## src/rtl/facto_bus_sequencer.sv

```systemverilog
// ---------------------------------------------------------------------------
// facto_bus_sequencer
//
// Purpose:
//   Single-master bus sequencer that runs one factorial job per start pulse.
//   It clears and programs the factorial core over the bus, waits for the
//   core to finish, reads the 128-bit result (high then low word), stores
//   both words to RAM at dst_addr / dst_addr+8, and finally clears the core.
//
// Configuration macro:
//   FACTO_POLL_EN  - when defined, completion is detected by polling the
//                    core's DONE register while holding the bus. The
//                    interrupt input is then ignored and interrupts are
//                    disabled in the core (INTEN written with 0).
//                    When undefined, the sequencer releases the bus and
//                    waits for the level interrupt.
//
// Ports:
//   clk        in   system clock
//   reset_n    in   asynchronous active-low reset
//   start      in   one-cycle job request, sampled only when idle
//   operand    in   [63:0] N, captured on accepted start
//   dst_addr   in   [15:0] RAM byte address for the high result word
//   busy       out  high from accepted start until done
//   done       out  one-cycle completion pulse
//   result_h   out  [63:0] last result high word
//   result_l   out  [63:0] last result low word
//   m_req      out  bus request
//   m_wr       out  1 = write, 0 = read
//   m_addr     out  [15:0] bus address
//   m_dout     out  [63:0] bus write data
//   m_grant    in   bus grant
//   m_din      in   [63:0] bus read data (valid the cycle after the read)
//   interrupt  in   core completion interrupt, level sensitive
// ---------------------------------------------------------------------------
module facto_bus_sequencer #(
    parameter logic [15:0] FACTO_BASE  = 16'h7000,
    parameter logic [15:0] OFS_START   = 16'h0000,
    parameter logic [15:0] OFS_CLEAR   = 16'h0008,
    parameter logic [15:0] OFS_DONE    = 16'h0010,
    parameter logic [15:0] OFS_INTEN   = 16'h0018,
    parameter logic [15:0] OFS_OPERAND = 16'h0020,
    parameter logic [15:0] OFS_RES_H   = 16'h0028,
    parameter logic [15:0] OFS_RES_L   = 16'h0030
) (
    input  logic        clk,
    input  logic        reset_n,
    input  logic        start,
    input  logic [63:0] operand,
    input  logic [15:0] dst_addr,
    output logic        busy,
    output logic        done,
    output logic [63:0] result_h,
    output logic [63:0] result_l,
    output logic        m_req,
    output logic        m_wr,
    output logic [15:0] m_addr,
    output logic [63:0] m_dout,
    input  logic        m_grant,
    input  logic [63:0] m_din,
    input  logic        interrupt
);

    // Absolute register addresses; the sum wraps inside 16 bits.
    localparam logic [15:0] A_START   = 16'(FACTO_BASE + OFS_START);
    localparam logic [15:0] A_CLEAR   = 16'(FACTO_BASE + OFS_CLEAR);
    localparam logic [15:0] A_INTEN   = 16'(FACTO_BASE + OFS_INTEN);
    localparam logic [15:0] A_OPERAND = 16'(FACTO_BASE + OFS_OPERAND);
    localparam logic [15:0] A_RES_H   = 16'(FACTO_BASE + OFS_RES_H);
    localparam logic [15:0] A_RES_L   = 16'(FACTO_BASE + OFS_RES_L);

`ifdef FACTO_POLL_EN
    localparam logic [15:0] A_DONE    = 16'(FACTO_BASE + OFS_DONE);
    // Interrupt is not used when polling, so keep it masked in the core.
    localparam logic [63:0] INTEN_VAL = 64'd0;
`else
    localparam logic [63:0] INTEN_VAL = 64'd1;
`endif

    typedef enum logic [4:0] {
        S_IDLE,
        S_REQ,
        S_PRE_CLR,
        S_W_INTEN,
        S_W_OPND,
        S_W_START,
        S_WAIT_IRQ,
        S_POLL_RD,
        S_POLL_CAP,
        S_REQ2,
        S_R_H,
        S_R_H_CAP,
        S_R_L,
        S_R_L_CAP,
        S_W_RAM_H,
        S_W_RAM_L,
        S_W_CLR,
        S_FIN
    } state_t;

    state_t      r_state;
    logic        r_busy;
    logic        r_done;
    logic [63:0] r_res_h;
    logic [63:0] r_res_l;
    logic        r_req;
    logic        r_wr;
    logic [15:0] r_addr;
    logic [63:0] r_dout;
    logic [63:0] r_opnd;
    logic [15:0] r_dst;

    assign busy     = r_busy;
    assign done     = r_done;
    assign result_h = r_res_h;
    assign result_l = r_res_l;
    assign m_req    = r_req;
    assign m_wr     = r_wr;
    assign m_addr   = r_addr;
    assign m_dout   = r_dout;

    // Bus outputs are registered: each state's transition loads the address,
    // direction and data of the NEXT bus cycle. A bus state only advances
    // when m_grant is high, so a denied cycle simply holds the outputs.
    always_ff @(posedge clk or negedge reset_n) begin
        if (!reset_n) begin
            r_state <= S_IDLE;
            r_busy  <= 1'b0;
            r_done  <= 1'b0;
            r_res_h <= 64'd0;
            r_res_l <= 64'd0;
            r_req   <= 1'b0;
            r_wr    <= 1'b0;
            r_addr  <= 16'd0;
            r_dout  <= 64'd0;
            r_opnd  <= 64'd0;
            r_dst   <= 16'd0;
        end else begin
            r_done <= 1'b0;
            case (r_state)
                S_IDLE: begin
                    if (start) begin
                        r_opnd  <= operand;
                        r_dst   <= dst_addr;
                        r_busy  <= 1'b1;
                        r_req   <= 1'b1;
                        r_wr    <= 1'b0;
                        r_addr  <= 16'd0;
                        r_dout  <= 64'd0;
                        r_state <= S_REQ;
                    end
                end
                S_REQ: begin
                    if (m_grant) begin
                        r_wr    <= 1'b1;
                        r_addr  <= A_CLEAR;
                        r_dout  <= 64'd1;
                        r_state <= S_PRE_CLR;
                    end
                end
                // Always clear first: a job aborted by reset may have left
                // the core with done/interrupt still asserted.
                S_PRE_CLR: begin
                    if (m_grant) begin
                        r_addr  <= A_INTEN;
                        r_dout  <= INTEN_VAL;
                        r_state <= S_W_INTEN;
                    end
                end
                S_W_INTEN: begin
                    if (m_grant) begin
                        r_addr  <= A_OPERAND;
                        r_dout  <= r_opnd;
                        r_state <= S_W_OPND;
                    end
                end
                S_W_OPND: begin
                    if (m_grant) begin
                        r_addr  <= A_START;
                        r_dout  <= 64'd1;
                        r_state <= S_W_START;
                    end
                end
`ifdef FACTO_POLL_EN
                // Keep the bus and alternate read / capture of DONE.
                S_W_START: begin
                    if (m_grant) begin
                        r_wr    <= 1'b0;
                        r_addr  <= A_DONE;
                        r_dout  <= 64'd0;
                        r_state <= S_POLL_RD;
                    end
                end
                S_POLL_RD: begin
                    if (m_grant) begin
                        r_state <= S_POLL_CAP;
                    end
                end
                S_POLL_CAP: begin
                    if (m_din[0]) begin
                        r_addr  <= A_RES_H;
                        r_state <= S_R_H;
                    end else begin
                        r_state <= S_POLL_RD;
                    end
                end
`else
                // Release the bus while the core computes.
                S_W_START: begin
                    if (m_grant) begin
                        r_req   <= 1'b0;
                        r_wr    <= 1'b0;
                        r_addr  <= 16'd0;
                        r_dout  <= 64'd0;
                        r_state <= S_WAIT_IRQ;
                    end
                end
                S_WAIT_IRQ: begin
                    if (interrupt) begin
                        r_req   <= 1'b1;
                        r_state <= S_REQ2;
                    end
                end
                S_REQ2: begin
                    if (m_grant) begin
                        r_addr  <= A_RES_H;
                        r_state <= S_R_H;
                    end
                end
`endif
                S_R_H: begin
                    if (m_grant) begin
                        r_state <= S_R_H_CAP;
                    end
                end
                // Synchronous slave: read data is valid one cycle after
                // the address cycle, independent of grant.
                S_R_H_CAP: begin
                    r_res_h <= m_din;
                    r_addr  <= A_RES_L;
                    r_state <= S_R_L;
                end
                S_R_L: begin
                    if (m_grant) begin
                        r_state <= S_R_L_CAP;
                    end
                end
                S_R_L_CAP: begin
                    r_res_l <= m_din;
                    r_wr    <= 1'b1;
                    r_addr  <= r_dst;
                    r_dout  <= r_res_h;
                    r_state <= S_W_RAM_H;
                end
                S_W_RAM_H: begin
                    if (m_grant) begin
                        // 16-bit wrap intended: no carry beyond the bus width.
                        r_addr  <= r_dst + 16'd8;
                        r_dout  <= r_res_l;
                        r_state <= S_W_RAM_L;
                    end
                end
                S_W_RAM_L: begin
                    if (m_grant) begin
                        r_addr  <= A_CLEAR;
                        r_dout  <= 64'd1;
                        r_state <= S_W_CLR;
                    end
                end
                S_W_CLR: begin
                    if (m_grant) begin
                        r_req   <= 1'b0;
                        r_wr    <= 1'b0;
                        r_addr  <= 16'd0;
                        r_dout  <= 64'd0;
                        r_busy  <= 1'b0;
                        r_done  <= 1'b1;
                        r_state <= S_FIN;
                    end
                end
                S_FIN: begin
                    r_state <= S_IDLE;
                end
                default: begin
                    r_req   <= 1'b0;
                    r_wr    <= 1'b0;
                    r_busy  <= 1'b0;
                    r_state <= S_IDLE;
                end
            endcase
        end
    end

endmodule

```

## config.mk

```make
export PLATFORM = sky130hd
export DESIGN_NAME = facto_bus_sequencer
export DESIGN_NICKNAME = d
export VERILOG_FILES = /design/src/rtl/facto_bus_sequencer.sv
export SDC_FILE = /design/constraint.sdc
export NUM_CORES = 1
export LEC_CHECK = 0
export ABC_AREA = 1
export CORE_AREA = 2 2 198 238
export CTS_BUF_LIST = sky130_fd_sc_hd__clkbuf_4 sky130_fd_sc_hd__clkbuf_8
export DETAILED_ROUTE_END_ITERATION = 12
export DIE_AREA = 0 0 200 240
export SYNTH_ARGS = -nofsm -noshare
export SYNTH_HDL_FRONTEND = slang
export SYNTH_SLANG_ARGS = --single-unit
```

## constraint.sdc

```tcl
create_clock -name clk -period 2 [get_ports clk]
set_clock_uncertainty 0.1 [all_clocks]
set_input_delay 0.2 -clock clk [delete_from_list [all_inputs] [get_ports clk]]
set_output_delay 0.2 -clock clk [all_outputs]
set_load 0.03 [all_outputs]
```

# Word level (Yosys, flattened, before mapping)
# Index checks and enable logic that the tools add are counted.
# word_totals
register_bits	297
in_bits	149
out_inout_bits	212
word_cells	101
# classes
n_bitwise	3
add_sub_neg	1
eq_ne	31
n_reduce_logical	16
muxes	39
# op_table
cell	n
$pmux 64 s6	1
$mux 64	5
$pmux 16 s10	1
$mux 16	8
$pmux 5 s15	1
$mux 5	13
$eq 5x4->1 const B	7
$ne 2x2->1 const B	13
$add 16x4->16 const B	1
$eq 5x3->1 const B	3
$reduce_or 14->1	1
$reduce_and 13->1	1
$reduce_or 12->1	1
$reduce_or 11->1	1
$eq 5x2->1 const B	2
$eq 5x5->1 const B	2
$reduce_bool 10->1	1
$reduce_and 9->1	1
$reduce_and 4->1	2
$mux 1	7
$ne 2x1->1 const B	3
$reduce_and 6->1	1
$reduce_bool 6->1	1
$eq 5x1->1 const B	1
other kinds (9)	12

# Longest topological paths before layout
# logic_depth
word_depth	4
depth_mapped	12
mapped_depth_nobuf	11

# Least setup slack after synthesis
# No wires, ideal clock.
# synth_timing
kind	register to register
start	register r_state[0]
end	register r_dout[3] (netlist: m_dout[3])
setup_ns	0.118
path_stages_with_launch	13
n_path_buf	4
arrival_time_ns	1.560
setup_slack_ns	0.222
required_time_ns	1.782
path_cell_list	dfrtp_1 -> buf_4 -> inv_1 -> nor2_4 -> nand2_1 -> buf_6 -> nand2_2 -> nor2_1 -> nand3_2 -> buf_6 -> buf_6 -> nand4_1 -> nand2_1
# synth_via
elab_chain_cells	4
word_cells_on_any_way	20
classes_between	eq/ne (14); mux (1); reduce/logical (5)
# synth_rtl
element	line	source
start, declared	101	state_t r_state;
start signal, assigned	127	r_state <= S_IDLE;
start signal, assigned	150	r_state <= S_REQ;
start signal, assigned	158	r_state <= S_PRE_CLR;
$eq 5x4->1, or another cell as far along	140	case (r_state)
$reduce_or 4->1 (no source line) / $reduce_or 2->1 (equally long branches)	--	
$reduce_bool 6->1 (no source line) / $ne 2x1->1 (equally long branches)	--	
$reduce_and 6->1 (no source line)	--	
end signal, assigned	173	r_dout <= r_opnd;
end signal, assigned	252	r_dout <= r_res_h;
end signal, assigned	259	r_dout <= r_res_l;
end, declared	109	logic [63:0] r_dout;
# Several ways; a longest one is shown, not always the timed one.
# A chain may end at the register's enable or synchronous reset.

# Worst setup path in the final report
# layout_timing
start	register r_state[1]
end	register r_dout[20] (netlist: m_dout[20])
# The elaborated chain is that of the path after synthesis.

==> reports/metrics.cfg <==
[floorplanning]
die_y_um=240
initial_utilization_pct=29.6
fp.dieW_um=200
die-area_sq_um=48000
fp-row-count=86
core_area_sq_um=45700
ios=361

[finish]
area_growth_pct=45.0
fin_nets=2115
final_util_pct=43.0
multi_input_area_sq_um=5420
register_area_sq_um=7440
n_fill_cell=4551
fin_cells=2618
layout-drive-gt1-share_pct=16.3

[setup_path]
crit_required_ns=2.42
critical_path.max_fanout=8
cp-end-kind=register
crit_path_start_kind=register
path_class=reg -> reg
arrival_ns=2.43

[logic_synthesis]
syn-num-nets=1689
synth_cells=1539
yosys_register_bits=297
netlist_top_cells_area=dfrtp_1, nand2_1, mux2_2
synth_seq_area_share_pct=54.8
ys_types=32
synth_top_cell_area_share_pct=54.8
syn_area_sq_um=13600
synth_area_leader_cell=dfrtp_1
yosys_warnings=0
avgSynthCellArea_sq_um=8.81

[timing]
hold_viol=0
period_share_pct=101
slew_violations=0
rsz0062_at_grt=true
finalSetupTns_ns=-0.0634
worst_pin_slew_ns=0.503
setup_violations=12
period_minus_slack_ns=2.01
layout_setup_ws_ns=-0.0108
relSlewSlack_pct=66.5
fmax_mhz=497

[placed_design]
dp_hpwl_um=33000
place_worst_setup_slack_ns=-0.0682
gp_congestion=0.839
io_buffers=360
place_inst=2492

[drt]
drt_iter0_markers=688
drc=0
dr.pass1.iters=5
wl_um=48600
routed-via-count=12400
wl_per_cell_um=18.6
route.antenna.remaining_nets=0
routed_via_density=4.74

[clock_network]
cts_max_path_buffers=3
clock_sinks=297
clock-root-buffer=clkbuf_8
clk_pin_slew_ns=0.06
htreeDepth=2
tritoncts=built
clkLatencyLatePin_ns=0.63
cts_buffers=49

[status]
violations=negative setup slack
outcome=complete, but fails checks

[global_routing]
grtUsageTotal_pct=19.4
grt_max_degree=69
grt_pass1_wl_um=71300
antenna_found_initial=3
grt_pass1_vias=12400
grt_overflow=0

[pwr]
peakVddDrop_uv=804
total_power_mw=33.1
p_per_area_nw_per_um2=1680
p_leak_nw=9.73

[job]
drv_cap=0

[worst_hold_path]
hp-class=in -> reg

-- cell type report --
cell class | instances | share of cell area [%]
Timing Repair Buffer | 463 | 23.6
Sequential cell | 297 | 37.8
Antenna cell | 2 | 0.0254
Multi-Input combinational cell | 1053 | 27.5
Tap cell | 616 | 3.92
Clock buffer | 75 | 4.77
Clock inverter | 11 | 0.382
Inverter | 101 | 2.00
-- metal layers --
layer | vias to the layer above | GRT usage [%] | wire [um]
met4 | 4 | 8.04 | 1780
met2 | 437 | 32.6 | 23700
li1 | 5881 | - | -
met1 | 5981 | 23.5 | 19700
met3 | 107 | 5.19 | 3470
met5 | - | 0 | 27
-- synthesized netlist by cell type (all sizes together) --
cell type	count
nand2	601
dfrtp	297
o21ai	109
inv	101
nand4	77
nand3	75
mux2	68
buf	64
nor2	62
o211ai	29
clkbuf	25
a21oi	21
nor3	5
o21bai	2
ha	1
nand3b	1
or2	1
-- cell usage in the layout, fill, tap and decap left out, drive strengths merged --
cell | Yosys | final
inv | 101 | 100
nor2 | 62 | 63
nand2 | 601 | 601
dlymetal6s2s | 0 | 11
clkinvlp | 0 | 2
diode | 0 | 2
mux2 | 68 | 68
dfrtp | 297 | 297
clkinv | 0 | 10
nand3b | 1 | 1
dlygate4sd2 | 0 | 201
ha | 1 | 1
nor3 | 5 | 5
o21ai | 109 | 109
clkdlybuf4s50 | 0 | 147
buf | 64 | 90
o211ai | 29 | 29
a21oi | 21 | 21
nand4 | 77 | 77
dlygate4sd3 | 0 | 7
bufbuf | 0 | 1
or2 | 1 | 1
nand3 | 75 | 75
clkbuf | 25 | 81
o21bai | 2 | 2
-- worst max-delay path, stage by stage (launching register included) --
cell,delay (ns)
dfrtp_1,0.40
buf_6,0.15
inv_4,0.04
nor2_4,0.20
nand3_4,0.17
nand2_4,0.11
nor2_2,0.05
nand3_4,0.13
nand3_4,0.08
buf_12,0.16
clkbuf_16,0.17
nand2_1,0.06
nand2_1,0.05
-- cells by family after synthesis --
kind of cell | Yosys count | share of synthesized area, %
muxes | 68 | 5.65
adders and majority gates | 1 | 0.0923
AOI/OAI and AO/OA | 161 | 6.51
DFF | 297 | 54.8
buffers and inverters | 190 | 6.94
and+or+nand+nor | 822 | 26.0
-- per-stage QoR --
stage / cell area, sq um / hold slack, ns
after floorplan: 13600 / -0.196
after global placement: 18200 / 0.0323
after detailed placement: 18200 / 0.0302
after CTS: 19100 / 0.000374
after global routing: 19700 / 0.0167
final: 19700 / 0.0425
-- state kept, by name, indices dropped and copies added (netlist names) --
register,flops
m_req,1
result_l,64
m_wr,1
busy,1
result_h,64
r_opnd,64
m_addr,16
r_dst,16
done,1
m_dout,64
r_state,5
-- where the power goes --
group	switching (mW)	total, mW	internal (mW)	leakage, nW
Clock	2.56	5.56	2.99	0.539
Sequential	1.97	10.7	8.76	3.43
Combinational	10.7	16.8	6.18	5.77
-- worst paths after layout --
check                      startpoint      endpoint  slack [ns]  cells past startpoint
setup reg to reg           r_state[1]    m_dout[20]       -0.01                     12
min in group asynchronous     reset_n  result_l[11]        0.16                      3
hold / removal              m_din[48]  result_l[48]        0.04                      3
max in group asynchronous     reset_n     r_opnd[9]        1.30                      3
setup / recovery           r_state[1]    m_dout[20]       -0.01                     12
hold reg to reg            m_dout[62]    m_dout[62]        0.36                      2
-- what timing repair did --
item | CTS | global route
hold buffers | 8 | 0
resized for setup | 209 | 68
endpoints found under the setup margin | 288 | 111
gates cloned | 1 | 8
endpoints found under the hold margin | 303 | 0
buffers inserted | 1 | 21
pin swaps | 1 | 17
(Power assumes the default switching activity.)
==> patch (config.mk and constraints unchanged) <==
Add a define of `FACTO_POLL_EN`.
--- a/src/rtl/facto_bus_sequencer.sv
+++ b/src/rtl/facto_bus_sequencer.sv
@@ -33,6 +33,8 @@
 //   m_din      in   [63:0] bus read data (valid the cycle after the read)
 //   interrupt  in   core completion interrupt, level sensitive
 // ---------------------------------------------------------------------------
+`define FACTO_POLL_EN
+
 module facto_bus_sequencer #(
     parameter logic [15:0] FACTO_BASE  = 16'h7000,
     parameter logic [15:0] OFS_START   = 16'h0000,
Function: changed (a bounded check fails within 4 cycles, from zero or initial values and one cycle with reset_n low).
==> patch against the unedited design <==
The run still ends with setup timing left. Combinational power increased by 27%. Power increased by 17%. Via count increased by 3.5%. Sequential share of layout area decreased by 2.0 points. Sequential cell count decreased by 1. Core utilization increased by 2.3 points. Design area increased by 5.3%. Count of clock-buffer cells in the layout unchanged. Worst setup slack got worse by 0.11 ns. Clock power increased by 13%. Global-route usage increased by 2.2 points. Area after synthesis decreased by 1.2%. Wire length increased by 8.2%. Critical path type unchanged. Highest routed layer unchanged.
==> patch: results (changes against the unedited design) <==
Crit path max-delay family buffers and inverters; hold slack 0.0374 ns (-0.00503 ns); Overall Global Routing Usage 0.216 (+0.0219); Post-Synthesis Net Count 1718 (+1.7%); Leak 10.6 nW (+9.1%); share of layout cells above drive strength 1 0.199 (+0.0363); Place WS -0.144 ns (-0.0760 ns); largest net degree at the start of global routing 77 (+12%); crit path max fanout 6 (-2); post-route setup slack -0.116 ns (-0.105 ns); failing checks setup timing; Routability Congestion 0.863 (+2.9%); GR Util met3 0.0477 (-0.00421); status finished with violations; Final Net Count 2214 (+4.7%); syn avg cell area 8.55 um2 (-3.0%); dpl hpwl 34.3 mm (+3.9%); data arrival time of the critical path 2.55 ns (+0.12 ns); M1 WL 20.9 mm (+6.2%); Placed Instances 2550 (+2.3%); slowest cell on the critical path dfrtp_2; Iteration-0 DRC Markers 577 (-16%); Fill cells 4529 (-0.48%); leading post-synthesis cells by instance count 627 x nand2_1, 296 x dfrtp_1, 119 x nand3_1; Peak VDD IR 0.707 mV (-12%); min-delay src m_din[10]; met2 Use GR 0.383 (+0.0576); Setup TNS Final -3.30 ns (-3.24 ns); total CTS buffers 52 (+6.1%); clock latency on the worst-skew pair 0.66 ns (+0.03 ns); global-route wire length before repair 78.3 mm (+9.8%); Unique masters post-synth 23 (-28%); final hold violation count 0 (unchanged); initial antenna violation count 1 (-2); WL met2 26.6 mm (+13%); Met3 Wirelength 3.15 mm (-9.2%); Setup crit end m_dout[8]; core area 45700 um2 (unchanged); Final Setup Violations 41 (+29); met1 Track Usage GR 0.254 (+0.0189); Buffers on Ports 359 (-0.28%); CP max stage delay 0.44 ns (+0.04 ns); vias per inst 4.72 (-0.41%); Hold Path End result_l[10]
patch: changes by cell type after synthesis, moves of 5 or more:
cell and change:
buf_8 -6, nor2_1 +11, clkbuf_1 +6, nand3_1 +52, inv_1 -11, nand2_2 -5, nand2_1 +32, buf_2 +8
nor2_2 -5, o211ai_1 -29
patch: power by group:
part,switching (mW),total [mW],leakage (nW),internal (mW)
combinational,12.9,21.4,6.43,8.53
clock,2.69,6.28,0.611,3.59
sequential,2.15,11.0,3.58,8.86
total,17.7,38.7,10.6,21.0
patch: final cells by class:
class / instances / area [um2] / area share
diodes: 3 / 7.51 / 0.000363
clock buffers: 75 / 957 / 0.0462
clock inverters: 17 / 201 / 0.00973
inverters: 88 / 348 / 0.0168
multi-input cells: 1095 / 5620 / 0.271
flip-flops and latches: 296 / 7410 / 0.358
well taps: 616 / 771 / 0.0372
repair buffers: 531 / 5390 / 0.260
patch: logic make-up (layout without fill, tap and decap cells):
group,count (synthesis),in the layout,synth area share
buffers and inverters,178,711,0.0594
AND/OR/NAND/NOR,900,901,0.283
adder cells (fa/ha/maj),1,1,0.000933
flip-flops,296,296,0.553
other,0,3,0
multiplexers,68,68,0.0571
AO/OA/AOI/OAI,125,125,0.0470
patch: worst min-delay path, stage by stage:
cell	delay, ns
clkdlybuf4s50_1	0.43
nand2_1	0.08
nand2_1	0.04
patch: repair_timing:
item,CTS,global route
pin swaps,20,17
hold buffers,30,0
setup endpoints to repair,289,97
setup buffers,27,7
endpoints found under the hold margin,344,0
resized for setup,302,77
gates cloned,10,3
